==> src/rtl/cache_bus_pkg.sv <==
// Shared tag layout, field codes, FSM state and owner encodings for the
// cache request/response protocol.
package cache_bus_pkg;

  localparam int TAG_W       = 13;
  localparam int TAG_RW_BIT  = 12;
  localparam int TAG_TYPE_HI = 11;
  localparam int TAG_TYPE_LO = 8;
  localparam int TAG_INST_BIT = 7;

  localparam logic TAG_READ  = 1'b1;
  localparam logic TAG_WRITE = 1'b0;

  localparam logic [3:0] TYPE_MEMORY = 4'b0001;
  localparam logic [3:0] TYPE_MMIO   = 4'b0011;
  localparam logic [3:0] TYPE_PORT   = 4'b0100;
  localparam logic [3:0] TYPE_IRQ    = 4'b1110;

  localparam logic TAG_INST = 1'b1;
  localparam logic TAG_DATA = 1'b0;

  typedef enum logic [1:0] {
    ST_IDLE  = 2'd0,
    ST_ADDR  = 2'd1,
    ST_WDATA = 2'd2,
    ST_RESP  = 2'd3
  } state_t;

  typedef enum logic {
    OWNER_I = 1'b0,
    OWNER_D = 1'b1
  } owner_t;

  function automatic logic tag_is_read(input logic [TAG_W-1:0] tag);
    return tag[TAG_RW_BIT] == TAG_READ;
  endfunction

  function automatic logic [TAG_W-1:0] make_tag(input logic rw, input logic [3:0] typ,
                                                input logic inst, input logic [6:0] low);
    logic [TAG_W-1:0] tag;
    tag = '0;
    tag[TAG_RW_BIT] = rw;
    tag[TAG_TYPE_HI:TAG_TYPE_LO] = typ;
    tag[TAG_INST_BIT] = inst;
    tag[6:0] = low;
    return tag;
  endfunction

endpackage

==> src/rtl/cache_bus_arbiter_if.sv <==
// Request/response bundle; the cache role drives the request channel and
// the response handshake, the arbiter role answers.
interface ArbiterCacheInterface #(
  parameter int DATA_WIDTH = 64,
  parameter int TAG_WIDTH  = 13
);
  logic [DATA_WIDTH-1:0] req;
  logic [TAG_WIDTH-1:0]  reqtag;
  logic                  reqcyc;
  logic                  reqack;
  logic [DATA_WIDTH-1:0] resp;
  logic [TAG_WIDTH-1:0]  resptag;
  logic                  respcyc;
  logic                  respack;

  modport ArbiterPorts (
    input  req, reqtag, reqcyc, respack,
    output reqack, resp, resptag, respcyc
  );

  modport CachePorts (
    output req, reqtag, reqcyc, respack,
    input  reqack, resp, resptag, respcyc
  );
endinterface

==> src/rtl/rr_arbiter2.sv <==
// Two-way round-robin grant: the pointer names the port that wins a tie and
// moves to the loser only when a grant is actually taken.
module rr_arbiter2
  import cache_bus_pkg::*;
(
  input  logic   clk,
  input  logic   reset,
  input  logic   req_i,
  input  logic   req_d,
  input  logic   advance,
  output logic   grant_valid,
  output owner_t winner
);

  owner_t ptr_reg;

  always_ff @(posedge clk or negedge reset) begin
    if (!reset) begin
      ptr_reg <= OWNER_D;
    end else if (advance && grant_valid) begin
      ptr_reg <= (winner == OWNER_D) ? OWNER_I : OWNER_D;
    end
  end

  always_comb begin
    grant_valid = req_i | req_d;
    if (req_i && req_d) begin
      winner = ptr_reg;
    end else if (req_i) begin
      winner = OWNER_I;
    end else begin
      winner = OWNER_D;
    end
  end

endmodule

==> src/rtl/cache_bus_arbiter.sv <==
// Arbitrates I-cache and D-cache line requests onto one upstream bus, one
// transaction at a time, and routes response beats back to the owner.
module cache_bus_arbiter
  import cache_bus_pkg::*;
#(
  parameter int DATA_WIDTH = 64,
  parameter int TAG_WIDTH  = 13,
  parameter int BEATS      = 8
) (
  input logic                        clk,
  input logic                        reset,
  ArbiterCacheInterface.ArbiterPorts icache,
  ArbiterCacheInterface.ArbiterPorts dcache,
  ArbiterCacheInterface.CachePorts   bus
);

  localparam int CNT_W = $clog2(BEATS + 1);
  localparam logic [CNT_W-1:0] LAST_BEAT = CNT_W'(BEATS - 1);

  state_t           state_reg, state_next;
  owner_t           owner_reg, owner_next;
  logic [CNT_W-1:0] count_reg, count_next;

  logic                  grant_valid;
  owner_t                winner;
  logic [DATA_WIDTH-1:0] own_req;
  logic [TAG_WIDTH-1:0]  own_tag;
  logic                  own_cyc;
  logic                  own_respack;
  logic                  req_beat;
  logic                  resp_beat;
  logic                  fwd_req;
  logic                  fwd_resp;
  logic                  sel_i;
  logic                  sel_d;

  rr_arbiter2 u_rr (
    .clk         (clk),
    .reset       (reset),
    .req_i       (icache.reqcyc),
    .req_d       (dcache.reqcyc),
    .advance     (state_reg == ST_IDLE),
    .grant_valid (grant_valid),
    .winner      (winner)
  );

  assign own_req     = (owner_reg == OWNER_D) ? dcache.req     : icache.req;
  assign own_tag     = (owner_reg == OWNER_D) ? dcache.reqtag  : icache.reqtag;
  assign own_cyc     = (owner_reg == OWNER_D) ? dcache.reqcyc  : icache.reqcyc;
  assign own_respack = (owner_reg == OWNER_D) ? dcache.respack : icache.respack;

  // A beat only counts when it was actually offered and accepted.
  assign req_beat  = own_cyc & bus.reqack;
  assign resp_beat = bus.respcyc & own_respack;

  always_ff @(posedge clk or negedge reset) begin
    if (!reset) begin
      state_reg <= ST_IDLE;
      owner_reg <= OWNER_D;
      count_reg <= '0;
    end else begin
      state_reg <= state_next;
      owner_reg <= owner_next;
      count_reg <= count_next;
    end
  end

  always_comb begin
    state_next = state_reg;
    owner_next = owner_reg;
    count_next = count_reg;
    case (state_reg)
      ST_IDLE: begin
        if (grant_valid) begin
          owner_next = winner;
          state_next = ST_ADDR;
        end
      end
      ST_ADDR: begin
        if (req_beat) begin
          count_next = '0;
          state_next = tag_is_read(own_tag) ? ST_RESP : ST_WDATA;
        end else if (!own_cyc) begin
          state_next = ST_IDLE;
        end
      end
      ST_WDATA: begin
        if (req_beat) begin
          count_next = count_reg + CNT_W'(1);
          if (count_reg == LAST_BEAT) state_next = ST_IDLE;
        end
      end
      ST_RESP: begin
        if (resp_beat) begin
          count_next = count_reg + CNT_W'(1);
          if (count_reg == LAST_BEAT) state_next = ST_IDLE;
        end
      end
      default: state_next = ST_IDLE;
    endcase
  end

  // Address and write-data phases look identical on the wires.
  always_comb begin
    fwd_req  = (state_reg == ST_ADDR) || (state_reg == ST_WDATA);
    fwd_resp = (state_reg == ST_RESP);
    sel_i    = owner_reg == OWNER_I;
    sel_d    = owner_reg == OWNER_D;
  end

  assign bus.req     = fwd_req ? own_req : '0;
  assign bus.reqtag  = fwd_req ? own_tag : '0;
  assign bus.reqcyc  = fwd_req & own_cyc;
  assign bus.respack = fwd_resp & own_respack & bus.respcyc;

  assign icache.reqack  = fwd_req & sel_i & bus.reqack;
  assign icache.resp    = (fwd_resp && sel_i) ? bus.resp    : '0;
  assign icache.resptag = (fwd_resp && sel_i) ? bus.resptag : '0;
  assign icache.respcyc = fwd_resp & sel_i & bus.respcyc;

  assign dcache.reqack  = fwd_req & sel_d & bus.reqack;
  assign dcache.resp    = (fwd_resp && sel_d) ? bus.resp    : '0;
  assign dcache.resptag = (fwd_resp && sel_d) ? bus.resptag : '0;
  assign dcache.respcyc = fwd_resp & sel_d & bus.respcyc;

endmodule

==> src/flat_wrapper.sv <==
// flat-port wrapper written by rule: the top's interface ports become plain ports
module cache_bus_arbiter_flat import cache_bus_pkg::*;
#(
  parameter int DATA_WIDTH = 64,
  parameter int TAG_WIDTH  = 13,
  parameter int BEATS      = 8
)
  (clk, reset, icache_req, icache_reqtag, icache_reqcyc, icache_respack, icache_reqack, icache_resp, icache_resptag, icache_respcyc, dcache_req, dcache_reqtag, dcache_reqcyc, dcache_respack, dcache_reqack, dcache_resp, dcache_resptag, dcache_respcyc, bus_req, bus_reqtag, bus_reqcyc, bus_respack, bus_reqack, bus_resp, bus_resptag, bus_respcyc);
  ArbiterCacheInterface #(.DATA_WIDTH(DATA_WIDTH), .TAG_WIDTH(TAG_WIDTH)) icache_i ();
  ArbiterCacheInterface #(.DATA_WIDTH(DATA_WIDTH), .TAG_WIDTH(TAG_WIDTH)) dcache_i ();
  ArbiterCacheInterface #(.DATA_WIDTH(DATA_WIDTH), .TAG_WIDTH(TAG_WIDTH)) bus_i ();
  input logic clk;
  input logic reset;
  input wire logic [$bits(icache_i.req)-1:0] icache_req;
  input wire logic [$bits(icache_i.reqtag)-1:0] icache_reqtag;
  input wire logic [$bits(icache_i.reqcyc)-1:0] icache_reqcyc;
  input wire logic [$bits(icache_i.respack)-1:0] icache_respack;
  output wire logic [$bits(icache_i.reqack)-1:0] icache_reqack;
  output wire logic [$bits(icache_i.resp)-1:0] icache_resp;
  output wire logic [$bits(icache_i.resptag)-1:0] icache_resptag;
  output wire logic [$bits(icache_i.respcyc)-1:0] icache_respcyc;
  input wire logic [$bits(dcache_i.req)-1:0] dcache_req;
  input wire logic [$bits(dcache_i.reqtag)-1:0] dcache_reqtag;
  input wire logic [$bits(dcache_i.reqcyc)-1:0] dcache_reqcyc;
  input wire logic [$bits(dcache_i.respack)-1:0] dcache_respack;
  output wire logic [$bits(dcache_i.reqack)-1:0] dcache_reqack;
  output wire logic [$bits(dcache_i.resp)-1:0] dcache_resp;
  output wire logic [$bits(dcache_i.resptag)-1:0] dcache_resptag;
  output wire logic [$bits(dcache_i.respcyc)-1:0] dcache_respcyc;
  output wire logic [$bits(bus_i.req)-1:0] bus_req;
  output wire logic [$bits(bus_i.reqtag)-1:0] bus_reqtag;
  output wire logic [$bits(bus_i.reqcyc)-1:0] bus_reqcyc;
  output wire logic [$bits(bus_i.respack)-1:0] bus_respack;
  input wire logic [$bits(bus_i.reqack)-1:0] bus_reqack;
  input wire logic [$bits(bus_i.resp)-1:0] bus_resp;
  input wire logic [$bits(bus_i.resptag)-1:0] bus_resptag;
  input wire logic [$bits(bus_i.respcyc)-1:0] bus_respcyc;
  assign icache_i.req = icache_req;
  assign icache_i.reqtag = icache_reqtag;
  assign icache_i.reqcyc = icache_reqcyc;
  assign icache_i.respack = icache_respack;
  assign icache_reqack = icache_i.reqack;
  assign icache_resp = icache_i.resp;
  assign icache_resptag = icache_i.resptag;
  assign icache_respcyc = icache_i.respcyc;
  assign dcache_i.req = dcache_req;
  assign dcache_i.reqtag = dcache_reqtag;
  assign dcache_i.reqcyc = dcache_reqcyc;
  assign dcache_i.respack = dcache_respack;
  assign dcache_reqack = dcache_i.reqack;
  assign dcache_resp = dcache_i.resp;
  assign dcache_resptag = dcache_i.resptag;
  assign dcache_respcyc = dcache_i.respcyc;
  assign bus_req = bus_i.req;
  assign bus_reqtag = bus_i.reqtag;
  assign bus_reqcyc = bus_i.reqcyc;
  assign bus_respack = bus_i.respack;
  assign bus_i.reqack = bus_reqack;
  assign bus_i.resp = bus_resp;
  assign bus_i.resptag = bus_resptag;
  assign bus_i.respcyc = bus_respcyc;
  cache_bus_arbiter #(.DATA_WIDTH(DATA_WIDTH), .TAG_WIDTH(TAG_WIDTH), .BEATS(BEATS)) u_core (.clk(clk), .reset(reset), .icache(icache_i), .dcache(dcache_i), .bus(bus_i));
endmodule
==> config.mk <==
export PLATFORM = sky130hd
export DESIGN_NAME = cache_bus_arbiter_flat
export DESIGN_NICKNAME = d
export VERILOG_FILES = /design/src/rtl/cache_bus_pkg.sv /design/src/rtl/cache_bus_arbiter_if.sv /design/src/rtl/rr_arbiter2.sv /design/src/rtl/cache_bus_arbiter.sv /design/src/flat_wrapper.sv
export SDC_FILE = /design/constraint.sdc
export NUM_CORES = 1
export LEC_CHECK = 0
export BUFFER_PORTS_ARGS = -buffer_cell sky130_fd_sc_hd__buf_2
export CAP_MARGIN = 30
export CELL_PAD_IN_SITES_DETAIL_PLACEMENT = 0
export CELL_PAD_IN_SITES_GLOBAL_PLACEMENT = 1
export CORE_AREA = 8 8 180 182
export DETAILED_ROUTE_END_ITERATION = 10
export DIE_AREA = 0 0 188 190
export GPL_ROUTABILITY_DRIVEN = 0
export MAX_ROUTING_LAYER = met4
export PLACE_DENSITY = 0.58
export SETUP_SLACK_MARGIN = 0.1
export SLEW_MARGIN = 15
export SYNTH_ARGS = -nofsm -noshare
export SYNTH_HDL_FRONTEND = slang
export SYNTH_SLANG_ARGS = --single-unit
==> constraint.sdc <==
create_clock -name clk -period 2.1 [get_ports clk]
set_input_delay 0.21 -clock clk [delete_from_list [all_inputs] [get_ports clk]]
set_output_delay 0.21 -clock clk [all_outputs]
set_load 0.03 [all_outputs]
Word-level counts from Yosys, hierarchy flattened
Index checks and enable logic that the tools add are counted.
Word-level totals
  register bits after elaboration: 8
  input port bits: 239
  output and inout bits: 237
  word-level logic and storage cells: 64
Operators by class
  add/sub/neg operators: 1
  equality and inequality tests: 9
  mux-type cells: 25
  bitwise operators: 15
  reductions and logical operators: 10
Operator list (number)
  2-to-1 mux 64 bit: 4
  2-to-1 mux 13 bit: 4
  bitwise AND 1 bit: 13
  2-to-1 mux 2 bit: 6
  2-to-1 mux 4 bit: 3
  case mux 4 bit (3 select lines): 1
  != test 2 x 1 -> 1 bit, second input constant: 4
  case mux 2 bit (4 select lines): 1
  AND reduction 4 bit: 2
  2-to-1 mux 1 bit: 6
  adder 4 x 1 -> 4 bit, second input constant: 1
  == test 2 bit, second input constant: 2
  == test 4 x 3 -> 1 bit, second input constant: 1
  logical AND 1 bit: 4
  != test 3 bit, second input constant: 1
  nonzero test 3 bit: 1
  == test 2 x 1 -> 1 bit, second input constant: 1
  zero test 2 bit: 1
  AND reduction 2 bit: 1
  logical OR 1 bit: 1
  inverter 1 bit: 1
  OR 1 bit: 1

Depth between registers and ports, before layout
Gate-level depths: netlist of the first run.
  depth in word-level cells: 4
  mapped depth: 6

Modules after synthesis
From an unflattened synthesis of the first run, not the netlist that was laid out.
Second synthesis, totals
  cell total of the unflattened synthesis: 416
  area, all modules: 2995.4 um2
Modules (own cells, without submodules)
  cache_bus_arbiter: instances 1, cells an instance 410, area an instance 2944.1 um2, sequential area each 176.4 um2
  rr_arbiter2: instances 1, cells an instance 6, area an instance 51.3 um2, sequential area each 26.3 um2

Least setup slack after synthesis of the first run
OpenSTA, ideal clock, no wires.
  path kind: register -> output
  from: register u_core.owner_reg
  to: output port bus_req[14]
  arrival time: 1.700 ns
  data required time: 1.890 ns
  slack: 0.190 ns
  cell stages (with the launch flop): 6
  buffers on the path: 3
  cell sequence: dfstp_2 buf_6 clkbuf_1 buf_2 mux2i_1 nor2b_1
On the way
  cells in the longest elaborated chain, start to end: 2
RTL lines
  start: declaration: line cache_bus_arbiter.sv:21  | owner_t owner_reg, owner_next;
  start signal: assignment: line cache_bus_arbiter.sv:63  | owner_reg <= owner_next;
  2-to-1 mux 64 bit: line cache_bus_arbiter.sv:47  | assign own_req = (owner_reg == OWNER_D) ? dcache.req : icache.req;
  2-to-1 mux 64 bit: line cache_bus_arbiter.sv:111  | assign bus.req = fwd_req ? own_req : '0;
  end: declaration: line flat_wrapper.sv:30  | output wire logic [$bits(bus_i.req)-1:0] bus_req;
Every way passes these cells.

Worst setup path after layout of the first run
  from: register u_core.owner_reg
  to: output port bus_req[10]
Same word-level chain as after synthesis.

==> reports/metrics.csv, run 1 <==
stage;metric;value;unit
route;First-pass DRT Iterations;6;
worst_setup_path;crit path DAT;1750;ps
sta;Slew Limit Fails;0;
worst_setup_path;crit path capture type;output port;
sta;Final Hold Fails;0;
logic_synthesis;main area contributors after synthesis;mux2i_1, and2_1, and3_1, nor2b_1, dfrtp_1;
die;starting density of the core;10.41;%
clock_network;Worst-Skew Late Latency;230;ps
route;routed vias/inst;3.683;
route;Routed wire per std cell;15.85;um
clock_network;Root Buffer;clkbuf_16;
worst_setup_path;Critical Path Fanout Max;12;
sta;fin crit share;93.48;%
logic_synthesis;YS warnings;0;
sta;unrepaired setup endpoints after global routing;yes;
sta;Setup violations, final;0;
worst_setup_path;Setup CP Type;reg -> out;
global_route;gr ovfl total;0;
clock_network;CTS H-tree depth;1;
placed_design;dpl hpwl;16970;um
route;initial DRC count;141;
placed_design;pre-CTS WS;136.0;ps
logic_synthesis;Synth Flop Type;dfrtp_1;
global_route;number of global-route vias before repair;4790;
logic_synthesis;Gate Count Post-Synth;422;
logic_synthesis;fraction of registers with async set/reset;100.0;%
worst_setup_path;worst flop-to-flop path startpoint;u_core.owner_reg$_DFFE_PN1P_;
global_route;global-route wire length before repair;28840;um
die;I/O Pins;476;
route;DR vias;4710;
placed_design;Port Buffers;475;
clock_network;CTS buffer count;3;
power_and_ir_drop;peak supply drop;0.0006763;V
sta;max_slew headroom;77.70;%
logic_synthesis;Mapped Area;0.003062;mm^2
logic_synthesis;synth unique cells;33;
logic_synthesis;Synth Area in Simple Gates;52.23;%
die;die width;188;um
die;Die H;190;um
logic_synthesis;Synth area leader;mux2i_1;
finish;Layout Nets;1133;
logic_synthesis;Post-synth EDFFs;0;
sta;Final WS setup;136.9;ps
power_and_ir_drop;Overall Power;7.988;mW
logic_synthesis;top cells by count, synth;and2_1, and3_1, mux2i_1;
sta;clock skew;0.2915;ps
power_and_ir_drop;Power Dens Cells;1257;mW/mm^2
sta;worst slew pin tran;332.0;ps
route;routed wire length;20270;um
finish;Design Area, Final;0.006355;mm^2
worst_setup_path;Crit path required time;1890;ps
logic_synthesis;post-synth top area share;26.15;%
worst_setup_path;crit path from;u_core.owner_reg$_DFFE_PN1P_;
worst_hold_path;HP Class;in -> reg;
global_route;largest net degree at the start of global routing;87;
logic_synthesis;number of synthesized register bits;8;
finish;layout cells sized above 1;58.85;%
logic_synthesis;largest family of logic cells by synthesized area;simple AND/OR/NAND/NOR gates;
route;residual DRC count;0;
clock_network;CTS max path bufs;2;
logic_synthesis;Avg Synthesized Cell Area;7.255;um^2
logic_synthesis;post-synthesis adder-cell area fraction;2.452;%
sta;f_max;0.5094;GHz
placed_design;placed cell area;0.005979;mm^2
die;core area;0.02940;mm^2
clock_network;CTS tree;yes;
finish;Area growth syn-to-layout;107.6;%
sta;final setup TNS;0;ps
route;Antenna Nets Post-Route;0;
global_route;antenna violations before repair;2;
logic_synthesis;Net Count, Synth;667;
logic_synthesis;sequential area share after synthesis;6.620;%
sta;fin crit period;1963;ps
global_route;GRT Total Usage;10.22;%
logic_synthesis;Post-Synth XOR/XNOR Area;0;%
clock_network;clk sinks;8;
logic_synthesis;post-synthesis compound-gate area fraction;4.986;%
finish;number of flip-flops in the largest register;4;
die;DIE AREA;0.03572;mm^2
clock_network;clk slew on worst S/H paths;40;ps
worst_setup_path;Worst setup SP type;flip-flop;
logic_synthesis;mux contribution to synthesized area;27.01;%
power_and_ir_drop;LEAKAGE;4.100;nW
worst_hold_path;Min-Delay Startpoint;icache_reqcyc;
status;outcome;finished clean;
job;max cap viols;0;
die;num rows;63;
worst paths after layout:
path,slack (ps),endpoint,cells after the start
worst max register to register,160,u_core.state_reg[1]$_DFFE_PN0P_,5
worst max-delay path,140,bus_req[10],5
min in group asynchronous,360,u_core.count_reg[2]$_DFFE_PN0P_,2
worst min register to register,510,u_core.owner_reg$_DFFE_PN1P_,2
worst min-delay path,190,u_core.owner_reg$_DFFE_PN1P_,2
max in group asynchronous,1490,u_core.u_rr.ptr_reg$_DFFE_PN1P_,2
cells in the final DEF, fill, tap and decap left out, drive strengths merged, types with 6 or more instances in the layout:
master / n
and2: 80
dfrtp: 6
and3: 80
nor2b: 78
inv: 7
ha: 6
mux2i: 80
buf: 489
clkbuf: 18
logic make-up (layout without fill, tap and decap cells):
group | after synthesis | count (layout)
and+or+nand+nor | 259 | 259
other | 0 | 2
DFF | 8 | 8
AOI/OAI and AO/OA | 17 | 17
buffers and inverters | 50 | 515
adders and majority gates | 6 | 6
muxes | 82 | 82
metal layers:
metal / vias up / track usage [%] / wire length, um
met5: - / - / 0
met4: 0 / 1.061 / 170
li1: 2374 / - / -
met3: 12 / 2.655 / 1514
met1: 2077 / 11.11 / 7883
met2: 247 / 19.02 / 10700
power breakdown:
group          switching, mW  internal [mW]
sequential            0.0673          0.224
combinational           4.53           2.84
clock                 0.0730          0.253
layout make-up:
| class | instances | area (um^2) |
|---|---|---|
| diodes | 2 | 5.005 |
| fillers | 3283 | 23050 |
| flip-flops and latches | 8 | 206.4 |
| multi-input cells | 364 | 2700 |
| inverters | 7 | 26.28 |
| repair buffers | 504 | 2850 |
| well taps | 390 | 488.0 |
| clock buffers | 4 | 78.83 |
metrics by stage:
stage	util (%)	hold slack (ps)	instances
global route	21.61	198.4	1279
finish	21.61	190.2	1279
CTS	21.07	185.3	1272
global placement	20.34	72.79	1261
floorplan	-	-85.59	422
detailed placement	20.34	75.12	1261
timing repair:
item	4_1_cts	5_1_grt
endpoints found under the hold margin	6	0
gates resized for setup	7	22
gates cloned	1	2
hold buffers	1	0
setup buffers	5	3
pin swaps	1	2
endpoints found under the setup margin	159	69
worst max-delay path, cell delays in order, from the launching register on:
cell and delay, ps:
dfstp_4 660, buf_16 180, buf_12 170, mux2i_2 230
nor2b_1 80, clkbuf_4 180
(Power assumes the default switching activity.)
==> run 2, diff against run 1 <==
- ABC_AREA: unset -> 1
- CORE_AREA: 8 8 180 182 -> 8 8 181 183
- DIE_AREA: 0 0 188 190 -> 0 0 189 191
- PLACE_DENSITY: 0.58 -> 0.61
==> run 2 against run 1 <==
  * Combinational power shrank 4.6%
  * Sequential power fell by 8.2%
  * Critical path depth up 2
  * Clock-buffer cell count unchanged
  * Sequential share of layout area up 0.19 points
  * Clock skew is 1.8 ps higher
  * Power fell by 4.5%
  * Area after synthesis fell by 11%
  * Non-clock buffer count down 7
  * Largest cell class unchanged
  * Largest power group unchanged
==> reports/metrics.csv, run 2 <==
stage;metric;value;unit;change
status;outcome;finished clean;;
worst_setup_path;Setup CP Type;reg -> out;;
clock_network;CTS buffer count;3;;unchanged
global_route;antenna violations before repair;4;;+2
logic_synthesis;Synth Flop Type;dfrtp_1;;
logic_synthesis;YS warnings;0;;unchanged
sta;unrepaired setup endpoints after global routing;yes;;
power_and_ir_drop;Power Dens Cells;1295;mW/mm^2;+3.0%
placed_design;Port Buffers;475;;unchanged
worst_hold_path;HP Class;in -> reg;;
die;DIE AREA;0.03610;mm^2;+1.1%
worst_setup_path;crit path DAT;1740;ps;about the same
die;core area;0.03003;mm^2;+2.1%
finish;Area growth syn-to-layout;116.2;%;
sta;worst slew pin tran;400.7;ps;+68.66 ps
clock_network;clk slew on worst S/H paths;40;ps;about the same
logic_synthesis;number of synthesized register bits;8;;unchanged
clock_network;CTS tree;yes;;
clock_network;CTS H-tree depth;1;;unchanged
sta;f_max;0.5139;GHz;+0.89%
sta;fin crit period;1946;ps;-17.37 ps
route;DR vias;5271;;+12%
job;max cap viols;0;;unchanged
global_route;gr ovfl total;0;;unchanged
route;routed vias/inst;3.608;;-2.0%
logic_synthesis;most common cell in the netlist;nand2_1;;
logic_synthesis;Synth area leader;nand2_1;;
clock_network;clk sinks;8;;unchanged
finish;most frequent cells in the layout;buf_2, nand2_1, nor2_1;;
global_route;GRT Total Usage;10.24;%;+0.015 points
logic_synthesis;Gate Count Post-Synth;603;;+43%
worst_setup_path;Crit path required time;1890;ps;about the same
sta;Setup violations, final;0;;unchanged
finish;Non-Filler Instances;1461;;+14%
die;Die H;191;um;+0.53%
clock_network;Worst-Skew Late Latency;230;ps;about the same
sta;worst hold margin;311.1;ps;+120.9 ps
finish;commonest non-fill, non-tap cell in the layout;buf_2;;
logic_synthesis;fraction of registers with async set/reset;100.0;%;unchanged
sta;max_slew headroom;73.29;%;-4.4 points
logic_synthesis;Mapped Area;0.002726;mm^2;-11%
worst_setup_path;Critical Path Fanout Max;8;;-4
finish;number of flip-flops in the largest register;4;;unchanged
placed_design;Post-Place Cells;1450;;+15%
logic_synthesis;sequential area share after synthesis;7.435;%;+0.81 points
die;I/O Pins;476;;unchanged
clock_network;Root Buffer;clkbuf_16;;
route;residual DRC count;0;;unchanged
route;initial DRC count;178;;+26%
die;die width;189;um;+0.53%
logic_synthesis;main area contributors after synthesis;nand2_1, nor2_1, a21oi_1, inv_1, dfrtp_1;;
worst_setup_path;crit path capture type;output port;;
power_and_ir_drop;peak supply drop;0.0006302;V;-6.8%
sta;clock skew;2.130;ps;+1.838 ps
sta;Slew Limit Fails;0;;unchanged
logic_synthesis;Post-synth EDFFs;0;;unchanged
global_route;largest net degree at the start of global routing;79;;-9.2%
route;First-pass DRT Iterations;5;;-1
logic_synthesis;top cells by count, synth;nand2_1, nor2_1, inv_1;;
power_and_ir_drop;LEAKAGE;4.006;nW;-2.3%
sta;fin crit share;92.65;%;-0.83 points
worst_setup_path;Worst setup SP type;flip-flop;;
route;routed wire length;21280;um;+5.0%
sta;final setup TNS;0;ps;unchanged
route;Routed wire per std cell;14.57;um;-8.1%
logic_synthesis;post-synth top area share;25.20;%;-0.96 points
sta;Final Hold Fails;0;;unchanged
die;num rows;64;;+1.6%
placed_design;dpl hpwl;17450;um;+2.8%
die;starting density of the core;9.079;%;-1.3 points
clock_network;CTS max path bufs;2;;unchanged
finish;Layout Nets;1309;;+16%
route;Antenna Nets Post-Route;0;;unchanged
logic_synthesis;synth unique cells;25;;-24%
global_route;global-route wire length before repair;28970;um;+0.45%
global_route;number of global-route vias before repair;5169;;+7.9%
logic_synthesis;Avg Synthesized Cell Area;4.521;um^2;-38%
finish;layout cells sized above 1;49.39;%;-9.5 points
logic_synthesis;Net Count, Synth;848;;+27%
run 2: layout make-up:
type                    count  area, um^2
fillers                  3512       24130
repair buffers            497        2765
multi-input cells         458        1984
well taps                 396       495.5
inverters                  96       362.8
flip-flops and latches      8       202.7
clock buffers               4       78.83
diodes                      2       5.005
run 2: worst paths after layout:
kind,startpoint,to,slack [ps],cells after the start
worst min-delay path,dcache_reqcyc,u_core.owner_reg$_DFFE_PN1P_,310,3
worst max-delay path,u_core.state_reg[1]$_DFFE_PN0P_,icache_reqack,150,7
worst min register to register,u_core.u_rr.ptr_reg$_DFFE_PN1P_,u_core.u_rr.ptr_reg$_DFFE_PN1P_,490,2
worst max register to register,u_core.owner_reg$_DFFE_PN1P_,u_core.count_reg[1]$_DFFE_PN0P_,330,8
min in group asynchronous,reset,u_core.count_reg[0]$_DFFE_PN0P_,380,2
max in group asynchronous,reset,u_core.owner_reg$_DFFE_PN1P_,1470,2
run 2: worst max-delay path: stages (launching register included):
cell and delay, ps:
dfrtp_1 380, inv_1 110, ha_4 290, inv_4 60, buf_12 160, buf_4 160, nor3_1 150, buf_4 190
run 2: power by group:
group	leakage, nW	switching [mW]	total, mW	internal (mW)
logic	3.87	4.81	7.03	2.22
clock network	0.0382	0.0774	0.331	0.253
registers	0.102	0.0553	0.267	0.212
run 2: metal layers:
layer / wire length, um / global-route usage, % / vias up
li1: - / - / 2701
met1: 7868 / 10.32 / 2279
met2: 11280 / 20.16 / 279
met3: 1888 / 2.554 / 12
met4: 246 / 1.112 / 0
met5: 0 / - / -
run 2: kinds of logic after synthesis:
kind of cell    after synthesis  synth area share, %
xor+xnor                      2               0.6426
flops                         8                7.434
fa+ha+maj                     6                2.753
buf+inv                     137                20.70
simple gates                365                52.68
compound gates               85                15.79
run 2: metrics by stage:
stage	util, %	cell area, um^2	setup slack [ps]	total power [mW]
floorplan	-	2726	254.0	4.522
global placement	18.61	5588	343.7	6.702
detailed placement	18.61	5588	311.7	6.632
CTS	19.06	5723	91.98	7.142
global route	19.63	5894	26.59	8.184
finish	19.63	5894	154.3	7.631
run 2: what timing repair did:
| item | 4_1_cts | 5_1_grt |
|---|---|---|
| gates resized for setup | 5 | 60 |
| setup buffers | 0 | 1 |
| endpoints found under the hold margin | 6 | 0 |
| hold buffers | 1 | 0 |
| pin swaps | 0 | 0 |
| gates cloned | 1 | 2 |
| endpoints found under the setup margin | 18 | 76 |
==> run 3, diff against run 2 <==
- PLACE_DENSITY: 0.61 -> unset
- PLACE_DENSITY_LB_ADDON: unset -> 0.1
==> run 3 against run 2 <==
  * Sequential power increased by 3%
  * First-iteration DRC count increased by 12%
  * Hold slack got worse by 28 ps
  * Combinational power decreased by 6.0%
==> reports/metrics.csv, run 3 (synthesis results as in run 2) <==
stage;metric;value;unit;change
route;routed vias/inst;3.542;;-1.8%
global_route;global-route wire length before repair;35030;um;+21%
clock_network;clk sinks;8;;unchanged
die;I/O Pins;476;;unchanged
power_and_ir_drop;Overall Power;7.219;mW;-5.4%
route;DR vias;5168;;-2.0%
global_route;gr ovfl total;0;;unchanged
finish;Design Area, Final;0.005773;mm^2;-2.1%
worst_setup_path;Critical Path Fanout Max;32;;+24
clock_network;Root Buffer;clkbuf_16;;
clock_network;Worst-Skew Late Latency;230;ps;about the same
route;routed wire length;25150;um;+18%
worst_setup_path;Worst setup SP type;flip-flop;;
finish;Layout Utilization;19.23;%;-0.40 points
global_route;GRT Total Usage;12.91;%;+2.7 points
worst_setup_path;Setup CP Type;reg -> out;;
finish;Area growth syn-to-layout;111.7;%;
sta;max_slew headroom;78.60;%;+5.3 points
placed_design;pre-CTS WS;386.5;ps;+74.82 ps
power_and_ir_drop;Power Dens Cells;1250;mW/mm^2;-3.4%
route;Routed wire per std cell;17.24;um;+18%
power_and_ir_drop;peak supply drop;0.0005031;V;-20%
sta;unrepaired setup endpoints after global routing;yes;;
finish;Layout Nets;1305;;-0.31%
die;starting density of the core;9.079;%;unchanged
worst_hold_path;HP Class;in -> reg;;
global_route;antenna violations before repair;3;;-1
finish;number of flip-flops in the largest register;4;;unchanged
worst_setup_path;Crit path required time;1890;ps;about the same
placed_design;Port Buffers;475;;unchanged
power_and_ir_drop;LEAKAGE;3.971;nW;-0.86%
clock_network;clk slew on worst S/H paths;40;ps;about the same
placed_design;placed cell area;0.005573;mm^2;-0.27%
route;Antenna Nets Post-Route;0;;unchanged
sta;worst slew pin tran;321.0;ps;-79.66 ps
finish;commonest non-fill, non-tap cell in the layout;buf_2;;
route;initial DRC count;200;;+12%
die;Die H;191;um;unchanged
finish;fillcell total;3667;;+4.4%
status;outcome;finished clean;;
global_route;largest net degree at the start of global routing;64;;-19%
finish;most frequent cells in the layout;buf_2, nand2_1, nor2_1;;
clock_network;CTS tree;yes;;
die;num rows;64;;unchanged
sta;fin crit period;1931;ps;-14.85 ps
die;core area;0.03003;mm^2;unchanged
sta;Final Hold Fails;0;;unchanged
global_route;number of global-route vias before repair;5353;;+3.6%
worst_setup_path;crit path capture type;output port;;
route;First-pass DRT Iterations;4;;-1
die;die width;189;um;unchanged
worst_setup_path;crit path DAT;1720;ps;-20 ps
sta;final setup TNS;0;ps;unchanged
route;residual DRC count;0;;unchanged
sta;Final WS setup;169.1;ps;+14.85 ps
clock_network;CTS max path bufs;2;;unchanged
clock_network;CTS H-tree depth;1;;unchanged
sta;Setup violations, final;0;;unchanged
placed_design;dpl hpwl;21310;um;+22%
clock_network;CTS buffer count;3;;unchanged
job;max cap viols;0;;unchanged
sta;Slew Limit Fails;0;;unchanged
sta;f_max;0.5179;GHz;+0.77%
finish;layout cells sized above 1;48.91;%;-0.47 points
sta;clock skew;1.522;ps;-0.6079 ps
die;DIE AREA;0.03610;mm^2;unchanged
sta;fin crit share;91.95;%;-0.71 points
-- run 3: path summary, 6_finish.rpt --
kind | start | endpoint | slack (ps) | cells after the start
worst max-delay path | u_core.state_reg[1]$_DFFE_PN0P_ | bus_req[0] | 170 | 6
worst min-delay path | dcache_reqcyc | u_core.owner_reg$_DFFE_PN1P_ | 280 | 3
worst max register to register | u_core.owner_reg$_DFFE_PN1P_ | u_core.count_reg[2]$_DFFE_PN0P_ | 360 | 8
worst min register to register | u_core.u_rr.ptr_reg$_DFFE_PN1P_ | u_core.u_rr.ptr_reg$_DFFE_PN1P_ | 480 | 2
max in group asynchronous | reset | u_core.owner_reg$_DFFE_PN1P_ | 1480 | 2
min in group asynchronous | reset | u_core.count_reg[0]$_DFFE_PN0P_ | 370 | 2
-- run 3: layout make-up --
type                    count  area, um^2  area share, %
diodes                      4       10.01         0.1734
clock buffers               4       78.83          1.365
inverters                  96       360.3          6.242
multi-input cells         458        1976          34.22
flip-flops and latches      8       202.7          3.511
well taps                 396       495.5          8.583
repair buffers            493        2650          45.90
-- run 3: worst max-delay path, stage by stage, from the launching register on --
cell and delay (ps):
dfrtp_1 400, inv_1 100, ha_1 310, inv_2 80
buf_12 170, a21oi_1 220, buf_4 210
-- run 3: routing by layer --
metal  up-vias  part of all wire (%)  track usage, %
met3         8                   6.7           2.736
li1       2696                     -               -
met2       235                    55           25.21
met4         0                  0.76           1.924
met1      2229                    38           13.27
met5         -                     0               -
-- run 3: what timing repair did --
item / CTS / global route
endpoints found under the hold margin: 6 / 0
hold buffers: 1 / 0
resized for setup: 0 / 29
setup endpoints to repair: 0 / 84
buffers inserted: 0 / 0
-- run 3: through the flow --
stage / hold WS (ps) / std cells
6_report: 282.8 / 1459
5_1_grt: 317.0 / 1458
4_1_cts: 291.4 / 1453
3_5_place_dp: 82.99 / 1448
3_3_place_gp: 81.60 / 1448
2_1_floorplan: -85.59 / 603
-- run 3: report_power, final --
part | switching, mW | leakage (nW) | internal, mW | total (mW)
clock | 0.0791 | 0.0382 | 0.253 | 0.333
combinational | 4.75 | 3.83 | 1.87 | 6.61
sequential | 0.0617 | 0.102 | 0.212 | 0.274
